File: src/rtl/cache_axi_master_if.sv
// Cache-side request/response and AXI4-Lite master signal bundle for cache_axi_master.
// The master modport is the engine's view; the slave modport is the cache controller plus memory side.
interface cache_axi_master_if #(
    parameter int ADDR_WIDTH = 32,
    parameter int DATA_WIDTH = 32
);
    logic                    req_valid;
    logic                    req_ready;
    logic [1:0]              req_op;
    logic [ADDR_WIDTH-1:0]   req_addr;
    logic [ADDR_WIDTH-1:0]   req_wb_addr;
    logic [DATA_WIDTH-1:0]   req_wdata;
    logic                    resp_valid;
    logic [DATA_WIDTH-1:0]   resp_rdata;
    logic                    resp_err;

    logic [ADDR_WIDTH-1:0]   araddr;
    logic                    arvalid;
    logic                    arready;
    logic [DATA_WIDTH-1:0]   rdata;
    logic [1:0]              rresp;
    logic                    rvalid;
    logic                    rready;
    logic [ADDR_WIDTH-1:0]   awaddr;
    logic                    awvalid;
    logic                    awready;
    logic [DATA_WIDTH-1:0]   wdata;
    logic [DATA_WIDTH/8-1:0] wstrb;
    logic                    wvalid;
    logic                    wready;
    logic [1:0]              bresp;
    logic                    bvalid;
    logic                    bready;

    modport master (
        input  req_valid, req_op, req_addr, req_wb_addr, req_wdata,
        output req_ready, resp_valid, resp_rdata, resp_err,
        output araddr, arvalid,
        input  arready,
        input  rdata, rresp, rvalid,
        output rready,
        output awaddr, awvalid,
        input  awready,
        output wdata, wstrb, wvalid,
        input  wready,
        input  bresp, bvalid,
        output bready
    );

    modport slave (
        output req_valid, req_op, req_addr, req_wb_addr, req_wdata,
        input  req_ready, resp_valid, resp_rdata, resp_err,
        input  araddr, arvalid,
        output arready,
        output rdata, rresp, rvalid,
        input  rready,
        input  awaddr, awvalid,
        output awready,
        input  wdata, wstrb, wvalid,
        output wready,
        output bresp, bvalid,
        input  bready
    );
endinterface

File: src/rtl/cache_axi_master.sv
// Single-outstanding AXI4-Lite master serving cache read misses, write-throughs and
// writeback-then-fill requests; one resp_valid pulse per accepted request.
module cache_axi_master #(
    parameter int ADDR_WIDTH = 32,
    parameter int DATA_WIDTH = 32
) (
    input  logic               clk,
    input  logic               reset,
    cache_axi_master_if.master bus
);
    typedef enum logic [2:0] {
        IDLE,
        RD_ADDR,
        RD_DATA,
        WR_REQ,
        WR_RESP,
        RESP
    } state_e;

    state_e                  state_q, state_d;
    logic                    fill_q, fill_d;
    logic [ADDR_WIDTH-1:0]   araddr_q, araddr_d;
    logic [ADDR_WIDTH-1:0]   awaddr_q, awaddr_d;
    logic [DATA_WIDTH-1:0]   wdata_q, wdata_d;
    logic [DATA_WIDTH-1:0]   rdata_q, rdata_d;
    logic                    awvalid_q, awvalid_d;
    logic                    wvalid_q, wvalid_d;
    logic                    err_q, err_d;
    logic                    unused_resp_bits;

    always_ff @(posedge clk) begin
        if (reset) begin
            state_q   <= IDLE;
            fill_q    <= 1'b0;
            araddr_q  <= '0;
            awaddr_q  <= '0;
            wdata_q   <= '0;
            rdata_q   <= '0;
            awvalid_q <= 1'b0;
            wvalid_q  <= 1'b0;
            err_q     <= 1'b0;
        end else begin
            state_q   <= state_d;
            fill_q    <= fill_d;
            araddr_q  <= araddr_d;
            awaddr_q  <= awaddr_d;
            wdata_q   <= wdata_d;
            rdata_q   <= rdata_d;
            awvalid_q <= awvalid_d;
            wvalid_q  <= wvalid_d;
            err_q     <= err_d;
        end
    end

    always_comb begin
        state_d   = state_q;
        fill_d    = fill_q;
        araddr_d  = araddr_q;
        awaddr_d  = awaddr_q;
        wdata_d   = wdata_q;
        rdata_d   = rdata_q;
        awvalid_d = awvalid_q;
        wvalid_d  = wvalid_q;
        err_d     = err_q;

        case (state_q)
            IDLE: begin
                if (bus.req_valid) begin
                    araddr_d = bus.req_addr;
                    wdata_d  = bus.req_wdata;
                    err_d    = 1'b0;
                    fill_d   = (bus.req_op == 2'b10);
                    if (bus.req_op == 2'b01 || bus.req_op == 2'b10) begin
                        awaddr_d  = (bus.req_op == 2'b10) ? bus.req_wb_addr : bus.req_addr;
                        awvalid_d = 1'b1;
                        wvalid_d  = 1'b1;
                        state_d   = WR_REQ;
                    end else begin
                        state_d = RD_ADDR;
                    end
                end
            end
            // AW and W retire independently; the phase ends once neither is still pending.
            WR_REQ: begin
                awvalid_d = awvalid_q && !bus.awready;
                wvalid_d  = wvalid_q && !bus.wready;
                if (!awvalid_d && !wvalid_d) begin
                    state_d = WR_RESP;
                end
            end
            WR_RESP: begin
                if (bus.bvalid) begin
                    err_d   = err_q | bus.bresp[1];
                    state_d = fill_q ? RD_ADDR : RESP;
                end
            end
            RD_ADDR: begin
                if (bus.arready) begin
                    state_d = RD_DATA;
                end
            end
            RD_DATA: begin
                if (bus.rvalid) begin
                    rdata_d = bus.rdata;
                    err_d   = err_q | bus.rresp[1];
                    state_d = RESP;
                end
            end
            RESP: begin
                state_d = IDLE;
            end
            default: begin
                state_d = IDLE;
            end
        endcase
    end

    assign bus.req_ready  = (state_q == IDLE);
    assign bus.resp_valid = (state_q == RESP);
    assign bus.resp_rdata = rdata_q;
    assign bus.resp_err   = err_q;
    assign bus.araddr     = araddr_q;
    assign bus.arvalid    = (state_q == RD_ADDR);
    assign bus.rready     = (state_q == RD_DATA);
    assign bus.awaddr     = awaddr_q;
    assign bus.awvalid    = awvalid_q;
    assign bus.wdata      = wdata_q;
    assign bus.wstrb      = '1;
    assign bus.wvalid     = wvalid_q;
    assign bus.bready     = (state_q == WR_RESP);

    // Only the SLVERR/DECERR bit of each response matters to the cache.
    assign unused_resp_bits = ^{bus.bresp[0], bus.rresp[0]};
endmodule

File: src/flat_wrapper.sv
// flat-port wrapper written by rule: the top's interface ports become plain ports
module cache_axi_master_flat 
#(
    parameter int ADDR_WIDTH = 32,
    parameter int DATA_WIDTH = 32
)
  (clk, reset, bus_req_valid, bus_req_op, bus_req_addr, bus_req_wb_addr, bus_req_wdata, bus_req_ready, bus_resp_valid, bus_resp_rdata, bus_resp_err, bus_araddr, bus_arvalid, bus_arready, bus_rdata, bus_rresp, bus_rvalid, bus_rready, bus_awaddr, bus_awvalid, bus_awready, bus_wdata, bus_wstrb, bus_wvalid, bus_wready, bus_bresp, bus_bvalid, bus_bready);
  cache_axi_master_if #(.ADDR_WIDTH(ADDR_WIDTH), .DATA_WIDTH(DATA_WIDTH)) bus_i ();
  input  logic clk;
  input  logic reset;
  input wire logic [$bits(bus_i.req_valid)-1:0] bus_req_valid;
  input wire logic [$bits(bus_i.req_op)-1:0] bus_req_op;
  input wire logic [$bits(bus_i.req_addr)-1:0] bus_req_addr;
  input wire logic [$bits(bus_i.req_wb_addr)-1:0] bus_req_wb_addr;
  input wire logic [$bits(bus_i.req_wdata)-1:0] bus_req_wdata;
  output wire logic [$bits(bus_i.req_ready)-1:0] bus_req_ready;
  output wire logic [$bits(bus_i.resp_valid)-1:0] bus_resp_valid;
  output wire logic [$bits(bus_i.resp_rdata)-1:0] bus_resp_rdata;
  output wire logic [$bits(bus_i.resp_err)-1:0] bus_resp_err;
  output wire logic [$bits(bus_i.araddr)-1:0] bus_araddr;
  output wire logic [$bits(bus_i.arvalid)-1:0] bus_arvalid;
  input wire logic [$bits(bus_i.arready)-1:0] bus_arready;
  input wire logic [$bits(bus_i.rdata)-1:0] bus_rdata;
  input wire logic [$bits(bus_i.rresp)-1:0] bus_rresp;
  input wire logic [$bits(bus_i.rvalid)-1:0] bus_rvalid;
  output wire logic [$bits(bus_i.rready)-1:0] bus_rready;
  output wire logic [$bits(bus_i.awaddr)-1:0] bus_awaddr;
  output wire logic [$bits(bus_i.awvalid)-1:0] bus_awvalid;
  input wire logic [$bits(bus_i.awready)-1:0] bus_awready;
  output wire logic [$bits(bus_i.wdata)-1:0] bus_wdata;
  output wire logic [$bits(bus_i.wstrb)-1:0] bus_wstrb;
  output wire logic [$bits(bus_i.wvalid)-1:0] bus_wvalid;
  input wire logic [$bits(bus_i.wready)-1:0] bus_wready;
  input wire logic [$bits(bus_i.bresp)-1:0] bus_bresp;
  input wire logic [$bits(bus_i.bvalid)-1:0] bus_bvalid;
  output wire logic [$bits(bus_i.bready)-1:0] bus_bready;
  assign bus_i.req_valid = bus_req_valid;
  assign bus_i.req_op = bus_req_op;
  assign bus_i.req_addr = bus_req_addr;
  assign bus_i.req_wb_addr = bus_req_wb_addr;
  assign bus_i.req_wdata = bus_req_wdata;
  assign bus_req_ready = bus_i.req_ready;
  assign bus_resp_valid = bus_i.resp_valid;
  assign bus_resp_rdata = bus_i.resp_rdata;
  assign bus_resp_err = bus_i.resp_err;
  assign bus_araddr = bus_i.araddr;
  assign bus_arvalid = bus_i.arvalid;
  assign bus_i.arready = bus_arready;
  assign bus_i.rdata = bus_rdata;
  assign bus_i.rresp = bus_rresp;
  assign bus_i.rvalid = bus_rvalid;
  assign bus_rready = bus_i.rready;
  assign bus_awaddr = bus_i.awaddr;
  assign bus_awvalid = bus_i.awvalid;
  assign bus_i.awready = bus_awready;
  assign bus_wdata = bus_i.wdata;
  assign bus_wstrb = bus_i.wstrb;
  assign bus_wvalid = bus_i.wvalid;
  assign bus_i.wready = bus_wready;
  assign bus_i.bresp = bus_bresp;
  assign bus_i.bvalid = bus_bvalid;
  assign bus_bready = bus_i.bready;
  cache_axi_master #(.ADDR_WIDTH(ADDR_WIDTH), .DATA_WIDTH(DATA_WIDTH)) u_core (.clk(clk), .reset(reset), .bus(bus_i));
endmodule
File: config.mk
export PLATFORM = sky130hd
export DESIGN_NAME = cache_axi_master_flat
export DESIGN_NICKNAME = d
export VERILOG_FILES = /design/src/rtl/cache_axi_master_if.sv /design/src/rtl/cache_axi_master.sv /design/src/flat_wrapper.sv
export SDC_FILE = /design/constraint.sdc
export NUM_CORES = 1
export LEC_CHECK = 0
export ABC_AREA = 1
export CAP_MARGIN = 20
export CELL_PAD_IN_SITES_DETAIL_PLACEMENT = 1
export CELL_PAD_IN_SITES_GLOBAL_PLACEMENT = 1
export CORE_UTILIZATION = 31
export CTS_BUF_LIST = sky130_fd_sc_hd__clkbuf_8
export DETAILED_ROUTE_END_ITERATION = 12
export PLACE_DENSITY = 0.87
export SETUP_SLACK_MARGIN = 0.3
export SYNTH_ARGS = -nofsm -noshare
export SYNTH_HDL_FRONTEND = slang
export SYNTH_SLANG_ARGS = --single-unit
File: constraint.sdc
create_clock -name clk -period 3.9 [get_ports clk]
set_input_delay 0.975 -clock clk [delete_from_list [all_inputs] [get_ports clk]]
set_output_delay 0.975 -clock clk [all_outputs]
set_load 0.01 [all_outputs]
# [Word level (Yosys, flattened, before mapping)]
# Index checks and enable logic that the tools add are counted.
[totals] regBits=135 output_inout_bits=140 word_cells=58 inputBits=142
[op_classes] reduce_logical=17 n_eq_ne=13 bitwise=2 muxes=17
[op_table] operator="two-way mux 32 bit" n=1
[op_table] operator="two-way mux 3 bit" n=6
[op_table] operator="one-hot mux 3 bit (5 select lines)" n=1
[op_table] operator="== test 3 x 2 -> 1 bit (second input constant)" n=2
[op_table] operator="== test 3 bit (second input constant)" n=2
[op_table] operator="inequality test 2 x 1 -> 1 bit (second input constant)" n=3
[op_table] operator="inequality test 2 bit (second input constant)" n=3
[op_table] operator="AND reduction 3 bit" n=2
[op_table] operator="two-way mux 1 bit" n=5
[op_table] operator="AND reduction 5 bit" n=1
[op_table] operator="zero test 1 bit" n=4
[op_table] operator="one-hot mux 1 bit (2 select lines)" n=2
[op_table] operator="AND reduction 2 bit" n=2
[op_table] operator="AND reduction 4 bit" n=1
[op_table] operator="== test 3 x 1 -> 1 bit (second input constant)" n=1
[op_table] operator="logical AND 1 bit" n=3
[op_table] operator="zero test 3 bit" n=1
[op_table] operator="one-hot mux 1 bit (3 select lines)" n=1
[op_table] operator="nonzero test 3 bit" n=1
[op_table] operator="== test 2 x 1 -> 1 bit (second input constant)" n=1
[op_table] operator="== test 2 bit (second input constant)" n=1
[op_table] operator="two-way mux 2 bit" n=1
[op_table] operator="bitwise OR 1 bit" n=2
[op_table] operator="nonzero test 2 bit" n=1
[op_table] operator="logical OR 1 bit" n=1

# [Depth between registers and ports, before layout]
[logic_depth] word_depth=6 ltp_mapped=9 ltp_nobuf=9

# [Worst setup path before layout]
# No wires, ideal clock.
[synth_timing] path_type="input to register" start="input bus_req_op[0]" end="register u_core.awaddr_q[21] (netlist: u_core.bus.awaddr[21])" setup_slack_ps=1848 stages=7 t_arrival_ps=1919 setup_ps=132 t_required_ps=3768 path_buffers=2 path_cell_list="inv_1 ha_1 buf_2 buf_2 mux2_2 nand2_1 a21oi_1"
[synth_via] elab_chain_len=3 elab_cells_between_ends=5 classes_between="2 x eq/ne; 1 x mux; 2 x reduce/logical"
[synth_lines] element="start: declaration" line="flat_wrapper.sv:12" source="input wire logic [$bits(bus_i.req_op)-1:0] bus_req_op;"
[synth_lines] element="== test 2 x 1 -> 1 bit / == test 2 bit (equally long branches)" line="cache_axi_master.sv:73, cache_axi_master.sv:74"
[synth_lines] element="logical OR 1 bit" line="cache_axi_master.sv:73" source="if (bus.req_op == 2'b01 || bus.req_op == 2'b10) begin"
[synth_lines] element="AND reduction 3 bit (no line)"
[synth_lines] element="end signal: assignment" line="cache_axi_master.sv:46" source="awaddr_q <= awaddr_d;"
[synth_lines] element="end: declaration" line="cache_axi_master.sv:23" source="logic [ADDR_WIDTH-1:0] awaddr_q, awaddr_d;"
# Parallel ways exist; a longest one is shown, timed or not.
# A chain may end at the register's enable or synchronous reset.

# [Worst setup path in the final report]
[layout_timing] start="register u_core.state_q[0]" end="output bus_arvalid"
[layout_via] elab_chain_len=1
[layout_lines] element="start: declaration" line="cache_axi_master.sv:20" source="state_e state_q, state_d;"
[layout_lines] element="start signal: assignment" line="cache_axi_master.sv:43" source="state_q <= state_d;"
[layout_lines] element="== test 3 x 1 -> 1 bit" line="cache_axi_master.sv:123" source="assign bus.arvalid = (state_q == RD_ADDR);"
[layout_lines] element="end: declaration" line="flat_wrapper.sv:21" source="output wire logic [$bits(bus_i.arvalid)-1:0] bus_arvalid;"
# No other way between the ends.

==> flow_summary.json <==
{
  "status": "finished clean",
  "ctsHoldBuffers": 0,
  "firstDrtPassIters": 4,
  "min_to": "u_core.fill_q",
  "crit_type": "register to output pin",
  "start_kind": "register",
  "async_reset_ff_frac": 0,
  "place_congestion": 0.7723,
  "ios": 282,
  "tightest_slew_ps": 772.7,
  "tritoncts": "done",
  "stdcell_area_um2": 8765,
  "worstSkewPairLatency_ps": 440,
  "drive_above_1_share": 0.08938,
  "fin_worst_skew_ps": 12.08,
  "slew_viol_final": 0,
  "die_h_um": 135.2,
  "peakVddDrop_mv": 0.3356,
  "rr_endpoint": "u_core.bus.araddr[8]",
  "fp.dieW_um": 135.2,
  "grt_antenna_before_repair": 0,
  "fin_crit_ps": 2931,
  "hp-start": "u_core.fill_q",
  "clk_pin_slew_ps": 80,
  "num-nets-final": 1081,
  "whs_ps": 459.8,
  "io_buffer_count": 275,
  "p_per_area_nw_per_um2": 551.7,
  "track_usage": 0.2198,
  "antennaDiodeCount": 0,
  "r2r-start": "u_core.state_q[1]",
  "yosysWarnings": 0,
  "cts_setup_buffers": 0,
  "areaGrowthSynthToFinish_pct": 59.28,
  "dp_hpwl_um": 13930,
  "vias": 5770,
  "layout_worst_path_cycle_share": 0.7515,
  "cp_data_arrival_time_ps": 1960,
  "grt_max_degree": 67,
  "setup_violations": 0,
  "synth_top_area_share": 0.4911,
  "synth_ff_type": "dfxtp_1",
  "syn_area_per_cell_um2": 7.963,
  "ys_ff_latch": 135,
  "synth_cell_types": 23,
  "rrSetupSlack_ps": 1920,
  "grt_pass1_wl_um": 31070,
  "ys_top_cells_by_count": "nand2_1 (179), dfxtp_1 (135), a21oi_1 (134)",
  "placed_cells": 1144,
  "wl_um": 20160,
  "relSlewSlack": 0.4849,
  "numCtsBuffers": 17,
  "cts_resized": 0,
  "crit_required_ps": 2920,
  "hold_class": "register to register",
  "postRouteAntennaNets": 0,
  "timing.setup.tns_ps": 0,
  "h-tree-depth": 4,
  "synth_area_um2": 5503,
  "syn_inst": 691,
  "yosysTopAreaCell": "dfxtp_1",
  "synth.area.top_cells": "dfxtp_1 (49%), nand2_1 (12%), a21oi_1 (12%), nand3_1 (9.4%), mux2_2 (6.5%)",
  "fmax_ghz": 0.3412,
  "finalHoldViolations": 0,
  "synth_seq_area_share": 0.4911,
  "yosysMostFrequentCell": "nand2_1",
  "drt_iter0_drc": 204,
  "core_um2": 17300,
  "endpoint_kind": "output pin",
  "clock_path_buffers": 2,
  "post_drt_wl_per_cell_um": 17.14,
  "worstPathMaxFanout": 5,
  "synth_edf_count": 0,
  "grt_pass1_vias": 5957,
  "rsz0062_at_grt": "no",
  "cts_root_buf": "clkbuf_8",
  "route.detailed.drc": 0,
  "dieArea_um2": 18290,
  "p_leak_uw": 0.003136,
  "rows": 48,
  "power_uw": 4836,
  "place_area_um2": 8307,
  "clkSinkCount": 135,
  "stdcell_count": 1176,
  "vias_per_cell": 4.906,
  "grt-ovfl-total": 0,
  "start_util": 0.3181,
  "rr_worst_depth": 6,
  "min_path_cells": 2,
  "cap_viol_max_count": 0
}
kinds of logic (layout without fill, tap and decap cells):
group           Yosys count  count (layout)  share of synthesized area
fa+ha+maj                 1               1                   0.002273
buf+inv                  80             337                    0.07822
mux                      32              32                    0.06549
other cells               1               4                  0.0006815
flops                   135             135                     0.4911
compound gates          136             136                     0.1241
simple gates            306             306                     0.2381
state kept, by name, indices dropped and copies added, names as in the netlist:
register	count
u_core.bus.awvalid	1
u_core.state_q	3
u_core.bus.araddr	32
u_core.bus.awaddr	32
u_core.fill_q	1
u_core.bus.wvalid	1
u_core.bus.resp_rdata	32
u_core.bus.resp_err	1
u_core.bus.wdata	32
cell usage in the layout (no fill, tap or decap):
cell and instances:
clkdlybuf4s50_1 273, nand2_1 179, dfxtp_1 135, a21oi_1 134
nand3_1 103, mux2_2 32, inv_1 17, clkbuf_8 17
nor2_1 13, buf_4 9, bufinv_16 5, nor3_1 4
clkinv_4 4, conb_1 4, nand2_2 3, inv_6 3
buf_12 3, inv_2 2, nor2_4 2, clkinv_2 2
nor2_2 1, nand4_1 1, o21ai_0 1, o21a_1 1
ha_1 1, clkinvlp_4 1, buf_2 1
cell type report:
class | count | area [um2]
clock inverter | 15 | 224.0
sequential | 135 | 2703
timing repair buffer | 286 | 2865
multi-input combinational | 479 | 2381
fill | 2052 | 8532
tap | 225 | 281.5
inverter | 19 | 76.32
clock buffer | 17 | 234.0
metrics by stage:
stage               utilization  setup slack, ps
finish                   0.5067            969.3
CTS                      0.5067            963.1
global placement         0.4803            993.0
global route             0.5067            897.2
floorplan                     -             1848
detailed placement       0.4803            971.7
power by group:
group	switching, uW	internal (uW)
clock network	603	766
registers	137	1600
logic	954	778
how the worst max path moves through the flow:
stage	from	slack (ps)	cells past startpoint	endpoint
after floorplan	bus_req_op[0]	1850	7	u_core.bus.awaddr[21]
after global placement	bus_req_op[1]	990	6	u_core.bus.awaddr[30]
after detailed placement	bus_req_op[1]	970	6	u_core.bus.awaddr[30]
after CTS	u_core.state_q[0]	960	3	bus_arvalid
after global routing	u_core.state_q[0]	900	3	bus_arvalid
final	u_core.state_q[0]	970	3	bus_arvalid
routing by layer:
metal | vias to the layer above | global-route usage | part of all wire
li1 | 2787 | - | -
met1 | 2750 | 0.2342 | 0.40
met2 | 194 | 0.3860 | 0.49
met3 | 39 | 0.08305 | 0.085
met4 | 0 | 0.09488 | 0.028
met5 | - | 0 | 0
worst max-delay path, cell delays in order, from the launching register on:
cell             delay, ps
dfxtp_1                480
inv_1                  120
nor3_1                 300
clkdlybuf4s50_1        630
Note: power is estimated with default switching activity, not from simulation.
